===== src/rtl/fifo_rd_stream_adapter_if.sv =====
// Handshake bundle between the FIFO read port, the adapter and the stream sink.
interface fifo_rd_stream_adapter_if #(
  parameter int DATA_WIDTH = 8
);
  logic                  fifo_re_o;
  logic                  fifo_rrdy_i;
  logic [DATA_WIDTH-1:0] fifo_dout_i;
  logic                  flush_i;
  logic                  m_valid_o;
  logic                  m_ready_i;
  logic [DATA_WIDTH-1:0] m_data_o;
  logic [1:0]            level_o;

  modport master (
    output fifo_re_o, m_valid_o, m_data_o, level_o,
    input  fifo_rrdy_i, fifo_dout_i, flush_i, m_ready_i
  );

  modport slave (
    input  fifo_re_o, m_valid_o, m_data_o, level_o,
    output fifo_rrdy_i, fifo_dout_i, flush_i, m_ready_i
  );
endinterface


===== src/rtl/fifo_rd_stream_adapter.sv =====
// FIFO read-port to FWFT valid/ready stream; 2-entry buffer with credit-based
// read issue so a word read from the FIFO always has a slot to land in.
module fifo_rd_stream_adapter #(
  parameter int DATA_WIDTH = 8
) (
  input  logic                       clk_i,
  input  logic                       rst_ni,
  fifo_rd_stream_adapter_if.master   bus
);

  logic [1:0][DATA_WIDTH-1:0] buf_q, buf_d;
  logic                       head_q, head_d;
  logic                       tail_q, tail_d;
  logic [1:0]                 occ_q, occ_d;
  logic                       inflight_q;
  logic                       m_valid;
  logic                       pop, push, credit, re_core;

  assign m_valid = (occ_q != 2'd0);
  assign pop     = m_valid & bus.m_ready_i;
  assign push    = inflight_q & ~bus.flush_i;

  // A slot is free if stored + in-flight words leave room, or a pop frees one this edge.
  assign credit  = (({1'b0, occ_q} + {2'b00, inflight_q}) < 3'd2) | pop;
  assign re_core = bus.fifo_rrdy_i & ~bus.flush_i & credit;

  // Reset gates the read enable combinationally; the flop path uses re_core
  // since it only samples outside reset.
  assign bus.fifo_re_o = re_core & rst_ni;
  assign bus.m_valid_o = m_valid;
  assign bus.m_data_o  = buf_q[head_q];
  assign bus.level_o   = occ_q;

  always_comb begin
    buf_d  = buf_q;
    head_d = head_q;
    tail_d = tail_q;
    occ_d  = occ_q;
    if (push) begin
      buf_d[tail_q] = bus.fifo_dout_i;
      tail_d        = ~tail_q;
    end
    if (pop) head_d = ~head_q;
    case ({push, pop})
      2'b10:   occ_d = occ_q + 2'd1;
      2'b01:   occ_d = occ_q - 2'd1;
      default: occ_d = occ_q;
    endcase
    // A pop in the flush cycle still completes; everything else is discarded.
    if (bus.flush_i) begin
      head_d = 1'b0;
      tail_d = 1'b0;
      occ_d  = 2'd0;
    end
  end

  always_ff @(posedge clk_i or negedge rst_ni) begin
    if (!rst_ni) begin
      buf_q      <= '0;
      head_q     <= 1'b0;
      tail_q     <= 1'b0;
      occ_q      <= 2'd0;
      inflight_q <= 1'b0;
    end else begin
      buf_q      <= buf_d;
      head_q     <= head_d;
      tail_q     <= tail_d;
      occ_q      <= occ_d;
      inflight_q <= re_core;
    end
  end

endmodule


===== src/flat_wrapper.sv =====
// flat-port wrapper written by rule: the top's interface ports become plain ports
module fifo_rd_stream_adapter_flat 
#(
  parameter int DATA_WIDTH = 8
)
  (clk_i, rst_ni, bus_fifo_re_o, bus_m_valid_o, bus_m_data_o, bus_level_o, bus_fifo_rrdy_i, bus_fifo_dout_i, bus_flush_i, bus_m_ready_i);
  fifo_rd_stream_adapter_if #(.DATA_WIDTH(DATA_WIDTH)) bus_i ();
  input  logic clk_i;
  input  logic rst_ni;
  output wire logic [$bits(bus_i.fifo_re_o)-1:0] bus_fifo_re_o;
  output wire logic [$bits(bus_i.m_valid_o)-1:0] bus_m_valid_o;
  output wire logic [$bits(bus_i.m_data_o)-1:0] bus_m_data_o;
  output wire logic [$bits(bus_i.level_o)-1:0] bus_level_o;
  input wire logic [$bits(bus_i.fifo_rrdy_i)-1:0] bus_fifo_rrdy_i;
  input wire logic [$bits(bus_i.fifo_dout_i)-1:0] bus_fifo_dout_i;
  input wire logic [$bits(bus_i.flush_i)-1:0] bus_flush_i;
  input wire logic [$bits(bus_i.m_ready_i)-1:0] bus_m_ready_i;
  assign bus_fifo_re_o = bus_i.fifo_re_o;
  assign bus_m_valid_o = bus_i.m_valid_o;
  assign bus_m_data_o = bus_i.m_data_o;
  assign bus_level_o = bus_i.level_o;
  assign bus_i.fifo_rrdy_i = bus_fifo_rrdy_i;
  assign bus_i.fifo_dout_i = bus_fifo_dout_i;
  assign bus_i.flush_i = bus_flush_i;
  assign bus_i.m_ready_i = bus_m_ready_i;
  fifo_rd_stream_adapter #(.DATA_WIDTH(DATA_WIDTH)) u_core (.clk_i(clk_i), .rst_ni(rst_ni), .bus(bus_i));
endmodule

===== config.mk =====
export PLATFORM = sky130hd
export DESIGN_NAME = fifo_rd_stream_adapter_flat
export DESIGN_NICKNAME = d
export VERILOG_FILES = /design/src/rtl/fifo_rd_stream_adapter_if.sv /design/src/rtl/fifo_rd_stream_adapter.sv /design/src/flat_wrapper.sv
export SDC_FILE = /design/constraint.sdc
export NUM_CORES = 1
export LEC_CHECK = 0
export CORE_ASPECT_RATIO = 1.1
export CORE_MARGIN = 1
export CORE_UTILIZATION = 50
export DETAILED_ROUTE_END_ITERATION = 8
export GPL_ROUTABILITY_DRIVEN = 0
export PLACE_DENSITY = 0.82
export REMOVE_ABC_BUFFERS = 1
export SETUP_SLACK_MARGIN = 0.15
export SLEW_MARGIN = 20
export SYNTH_ARGS = -nofsm -noshare
export SYNTH_HDL_FRONTEND = slang
export SYNTH_SLANG_ARGS = --single-unit

===== constraint.sdc =====
create_clock -name clk_i -period 2.75 [get_ports clk_i]
set_input_delay 0.55 -clock clk_i [delete_from_list [all_inputs] [get_ports clk_i]]
set_output_delay 0.55 -clock clk_i [all_outputs]
set_load 0.05 [all_outputs]

# Yosys cells after proc, flatten, opt, wreduce, memory -nomap -nowiden

Index checks and enable logic that the tools add are counted.

Input port bits: 13
Output and inout bits: 12
Logic and storage cells: 40
Register bits after elaboration: 21

Magnitude comparators: 4
Bitwise logic cells: 9
Equality and inequality tests: 2
Muxes and demuxes: 11
Reduce and logical (&&, ||, !) cells: 5
Add/sub/neg operators: 3

Operators by type and width:

| kind                | count |
|---|---|
| $mux 8              | 3 |
| $bwmux 16           | 1 |
| $demux 8 s1         | 1 |
| $reduce_bool 2->1   | 3 |
| $and 1x1->1         | 5 |
| $lt 1x2->1 const B  | 2 |
| $mux 1              | 4 |
| $pmux 2 s2          | 1 |
| $add 2x1->3         | 1 |
| $lt 3x2->1 const B  | 1 |
| $not 1->1           | 3 |
| $reduce_bool 3->1   | 1 |
| $add 2x1->2 const B | 1 |
| $eq 2x1->1 const B  | 1 |
| $eq 2x2->1 const B  | 1 |
| $mux 2              | 1 |
| $sub 2x1->2 const B | 1 |
| $ge 1x1->1 const B  | 1 |
| $logic_and 1x1->1   | 1 |
| $or 1x1->1          | 1 |

# Logic depth before layout (Yosys ltp)

Gate-level depths: netlist (run 1).

Word-level depth: 5
Mapped depth: 4
Depth with buffers taken out: 3

# Worst setup path before layout (run 1)

Ideal clock, no wire load.

Kind: register to output
Start point: reg u_core.occ_q[1] (netlist: u_core.bus.level_o[1])
End point: out bus_fifo_re_o
Path buffers: 0
Arrival time: 2.382 ns
Data required time: 2.200 ns
Slack: -0.182 ns
Cell stages (with the launch flop): 4
Cells stage by stage: dfrtp_1 > a21oi_1 > nor2_1 > nor4bb_1

Word-level cells in the longest chain between the ends: 5
Elaborated cells between the ends (all ways): 7
Classes of those cells: add/sub (1); order compare (1); bitwise (4); reduce/logical (1)

RTL lines:

| element                                                 | line                                                       | source |
|---|---|---|
| start, declared                                         | fifo_rd_stream_adapter.sv:14                               | `logic [1:0] occ_q, occ_d;` |
| start signal, assigned                                  | fifo_rd_stream_adapter.sv:62                               | `occ_q <= 2'd0;` |
| start signal, assigned                                  | fifo_rd_stream_adapter.sv:68                               | `occ_q <= occ_d;` |
| $add 2x1->3 / $reduce_bool 2->1 (equally long branches) | fifo_rd_stream_adapter.sv:24, fifo_rd_stream_adapter.sv:19 |  |
| $lt 3x2->1 / $and 1x1->1 (equally long branches)        | fifo_rd_stream_adapter.sv:24, fifo_rd_stream_adapter.sv:20 |  |
| $or 1x1->1 (*)                                          | fifo_rd_stream_adapter.sv:24                               | `assign credit = (({1'b0, occ_q} + {2'b00, inflight_q}) < 3'd2) \| pop;` |
| $and 1x1->1 (*)                                         | fifo_rd_stream_adapter.sv:25                               | `assign re_core = bus.fifo_rrdy_i & ~bus.flush_i & credit;` |
| $and 1x1->1 (*)                                         | fifo_rd_stream_adapter.sv:29                               | `assign bus.fifo_re_o = re_core & rst_ni;` |
| end, declared                                           | flat_wrapper.sv:10                                         | `output wire logic [$bits(bus_i.fifo_re_o)-1:0] bus_fifo_re_o;` |

Mark *: on every way between the ends. The rest lies on a longest branch, timed or not.

# Final worst setup path (run 1)

Start point: reg u_core.head_q
End point: out bus_m_data_o[2]

Word-level cells in the longest chain between the ends: 2

RTL lines:

| element                                    | line                         | source |
|---|---|---|
| start, declared                            | fifo_rd_stream_adapter.sv:12 | `logic head_q, head_d;` |
| start signal, assigned                     | fifo_rd_stream_adapter.sv:60 | `head_q <= 1'b0;` |
| start signal, assigned                     | fifo_rd_stream_adapter.sv:66 | `head_q <= head_d;` |
| $mux 8 (not written as such) (2 in series) | fifo_rd_stream_adapter.sv:31 | `assign bus.m_data_o = buf_q[head_q];` |
| end, declared                              | flat_wrapper.sv:12           | `output wire logic [$bits(bus_i.m_data_o)-1:0] bus_m_data_o;` |

No other way between the ends. The select of a mux whose other input is x is not followed.

==> results of run 1 <==
state kept, by name, summed over array words and instances, names as in the netlist:
| register | count |
|---|---|
| u_core.head_q | 1 |
| u_core.buf_q | 16 |
| u_core.inflight_q | 1 |
| u_core.bus.level_o | 2 |
| u_core.tail_q | 1 |
worst max path at each step:
stage	to	slack, ps	cells after the start
3_3_place_gp	bus_fifo_re_o	400	4
6_report	bus_m_data_o[2]	320	2
3_5_place_dp	bus_fifo_re_o	330	4
2_1_floorplan	bus_fifo_re_o	-180	3
5_1_grt	bus_fifo_re_o	260	4
4_1_cts	bus_m_data_o[2]	200	2
placed cells by master (no fill, tap or decap):
| cell | count |
|---|---|
| o21ai_0 | 2 |
| clkdlybuf4s50_1 | 23 |
| buf_12 | 1 |
| dfrtp_2 | 1 |
| nor2_1 | 5 |
| mux2_2 | 24 |
| and3_1 | 1 |
| and3b_1 | 1 |
| dfrtp_1 | 20 |
| buf_4 | 2 |
| nor4_1 | 1 |
| o31ai_1 | 1 |
| clkbuf_4 | 3 |
| nor3b_1 | 1 |
| nand2b_4 | 1 |
| xor2_1 | 1 |
| nor4bb_1 | 1 |
| or2_2 | 1 |
| clkinv_2 | 1 |
| nand3b_4 | 1 |
| nor2_4 | 1 |
| xnor2_1 | 1 |
| nor2b_1 | 1 |
| a21oi_1 | 2 |
| nand2b_1 | 1 |
power by group through the flow:
stage / registers, W / logic [W] / clock network [W]
after CTS: 0.000412 / 0.000331 / 0.000152
after detailed placement: 0.000419 / 0.000330 / 0
final: 0.000412 / 0.000328 / 0.000150
after floorplan: 0.000410 / 0.000228 / 0
after global placement: 0.000413 / 0.000323 / 0
after global routing: 0.000421 / 0.000348 / 0.000162
worst register-to-register path: stages, from the launching register on:
cell and delay, ps:
dfrtp_1 560, nand2b_4 100, nor2_4 230, mux2_2 370
through the flow:
| step | power (W) | hold slack, ps |
|---|---|---|
| after floorplan | 0.000638 | 254 |
| after global placement | 0.000737 | 481 |
| after detailed placement | 0.000749 | 493 |
| after CTS | 0.000895 | 521 |
| after global routing | 0.000931 | 537 |
| final | 0.000889 | 517 |
kinds of logic (layout without fill, tap and decap cells):
logic type / count (synthesis) / count (layout) / synth area share, %
compound gates: 5 / 5 / 2.83
mux: 24 / 24 / 27.8
xor+xnor: 2 / 2 / 1.80
buf+inv: 2 / 30 / 1.03
simple gates: 16 / 16 / 12.5
flops: 21 / 21 / 54.1
layout make-up:
| cell class | instances | area [sq um] |
|---|---|---|
| multi-input cells | 47 | 437 |
| clock buffers | 3 | 22.5 |
| fillers | 134 | 523 |
| clock inverters | 1 | 5.00 |
| flip-flops and latches | 21 | 527 |
| repair buffers | 26 | 265 |
| well taps | 18 | 22.5 |
per-layer routing:
layer	GRT usage (%)	wire length, microns	up-vias
met3	4.07	54	2
met1	21.8	789	328
met5	0	0	-
li1	-	-	305
met2	28.8	838	12
met4	3.64	22	0
==> impl_metrics.py, run 1 <==
metrics = {
    "outcome": {
        "status": "complete, no violations",
    },
    "placed_design": {
        "place_inst": 112,
        "placed_area_sq_um": 1250,
        "pre_cts_slack_ps": 332,
        "post-dp-hpwl_microns": 1240,
        "port_buffers": 24,
    },
    "cts": {
        "cts_root_buf": "clkbuf_4",
        "cts_tree": "yes",
        "cts_max_path_buffers": 2,
        "cts_sinks": 21,
        "cts_hold_buf": 0,
        "cts_resized": 0,
        "postCtsSetupBuffers": 0,
        "clk_latency_ps": 310,
        "cts_buffers": 3,
        "htreeDepth": 1,
        "clk_pin_slew_ps": 110,
    },
    "logic_synthesis": {
        "yosys-top-cells-area": "dfrtp_1, mux2_2, nand3b_4, nor2_1, nand2b_4",
        "seq_area_frac_synth_pct": 54.1,
        "yosysTopAreaCellShare_pct": 54.1,
        "synth-edff-count": 0,
        "netlist_instances": 70,
        "synthMostInstantiatedCell": "mux2_2",
        "syn_avg_cell_area_sq_um": 13.9,
        "syn-cell-area_sq_um": 972,
        "yosys_register_bits": 21,
        "yosys.area.top_type": "dfrtp_1",
        "ys_top_cells_by_count": "mux2_2, dfrtp_1, nor2_1",
        "yosys_warnings": 0,
        "synth_ff_type": "dfrtp_1",
        "yosysUniqueCellTypes": 20,
        "synthArstFlopShare_pct": 100,
    },
    "finish": {
        "final-instance-count-excl-fill": 116,
        "n_antenna_cell": 0,
        "final_core_util_pct": 71.0,
        "layout.nets": 112,
        "layout-drive-gt1-share_pct": 36.7,
        "final_area_sq_um": 1280,
        "area_growth_pct": 31.5,
    },
    "timing": {
        "hold_viol_final": 0,
        "rsz0062_at_grt": "false",
        "worst_slack_ps": 318,
        "finalCriticalPeriod_ps": 2430,
        "timing.slew.headroom_pct": 64.8,
        "setup_violations": 0,
        "finClkSkew_ps": 12.1,
        "post-route-period-util_pct": 88.4,
        "setup-tns-final_ps": 0,
        "timing.fmax_mhz": 411,
        "tightest_slew_ps": 521,
        "slew_violations": 0,
    },
    "pwr": {
        "powerDensity_nw_per_um2": 696,
        "p_clk_share_pct": 16.9,
        "combPwrFrac_pct": 36.8,
        "power_switching_w": 0.000309,
        "peakVddDrop_uv": 440,
        "p_seq_share_pct": 46.3,
        "p_int_w": 0.000581,
        "switching_share_pct": 34.7,
        "p_leak_nw": 0.568,
    },
    "worst_setup_path": {
        "cp-startpoint": "u_core.head_q$_DFFE_PN0P_",
        "crit_path_top_delay_cell": "clkdlybuf4s50_1",
        "cp_top_family": "buffers and inverters",
        "r2r_cells": 3,
        "critical-path-max-stage-delay_ps": 700,
        "timing.rr.start": "u_core.inflight_q$_DFF_PN0_",
        "rrSetupSlack_ps": 1390,
        "end_kind": "output port",
        "crit_arrival_ps": 1880,
        "start_kind": "flop",
        "cp_num_buf_inv": 1,
        "cp_max_fo": 9,
        "critPathKind": "flop to output port",
        "worst-endpoint-required_ps": 2200,
        "reg2reg_to": "u_core.buf_q[0]$_DFFE_PN0P_",
        "crit_chain": "mux2_2, clkdlybuf4s50_1",
    },
    "floorplanning": {
        "start_util_pct": 54.0,
        "ioPinCount": 25,
        "fp.dieArea_sq_um": 2120,
        "die_w_microns": 44.0,
        "die_height_microns": 48.2,
        "rows": 16,
        "core_sq_um": 1800,
    },
    "min_path": {
        "worstHoldEndpoint": "u_core.buf_q[14]$_DFFE_PN0P_",
        "hp-start": "u_core.buf_q[14]$_DFFE_PN0P_",
        "hold_path_class": "flop to flop",
        "min_path_cells": 1,
    },
    "global_route": {
        "antenna_found_initial": 0,
        "grt_pass1_wl_microns": 2550,
        "globalRouteTotalUtil_pct": 16.7,
        "grt_pass1_vias": 567,
        "grt.overflow.total": 0,
        "grt_max_degree": 22,
    },
    "run": {
        "cap_violations": 0,
    },
    "drt": {
        "dr_total_vias": 647,
        "drt-vias-per-instance": 5.58,
        "drc": 0,
        "wl_microns": 1700,
        "detail-route-antenna-nets": 0,
        "drt_first_iter_violations": 4,
        "detail_route.first_pass.iterations": 6,
        "wl_per_cell_microns": 14.7,
    },
}
Power figures use the tool's default switching activity.
==> run 2: changes to the inputs <==
Settings changed: ABC_CLOCK_PERIOD_IN_PS set to 2750.
==> results of run 2 <==
Final layout, timing and power as in run 1 (identical DEF).
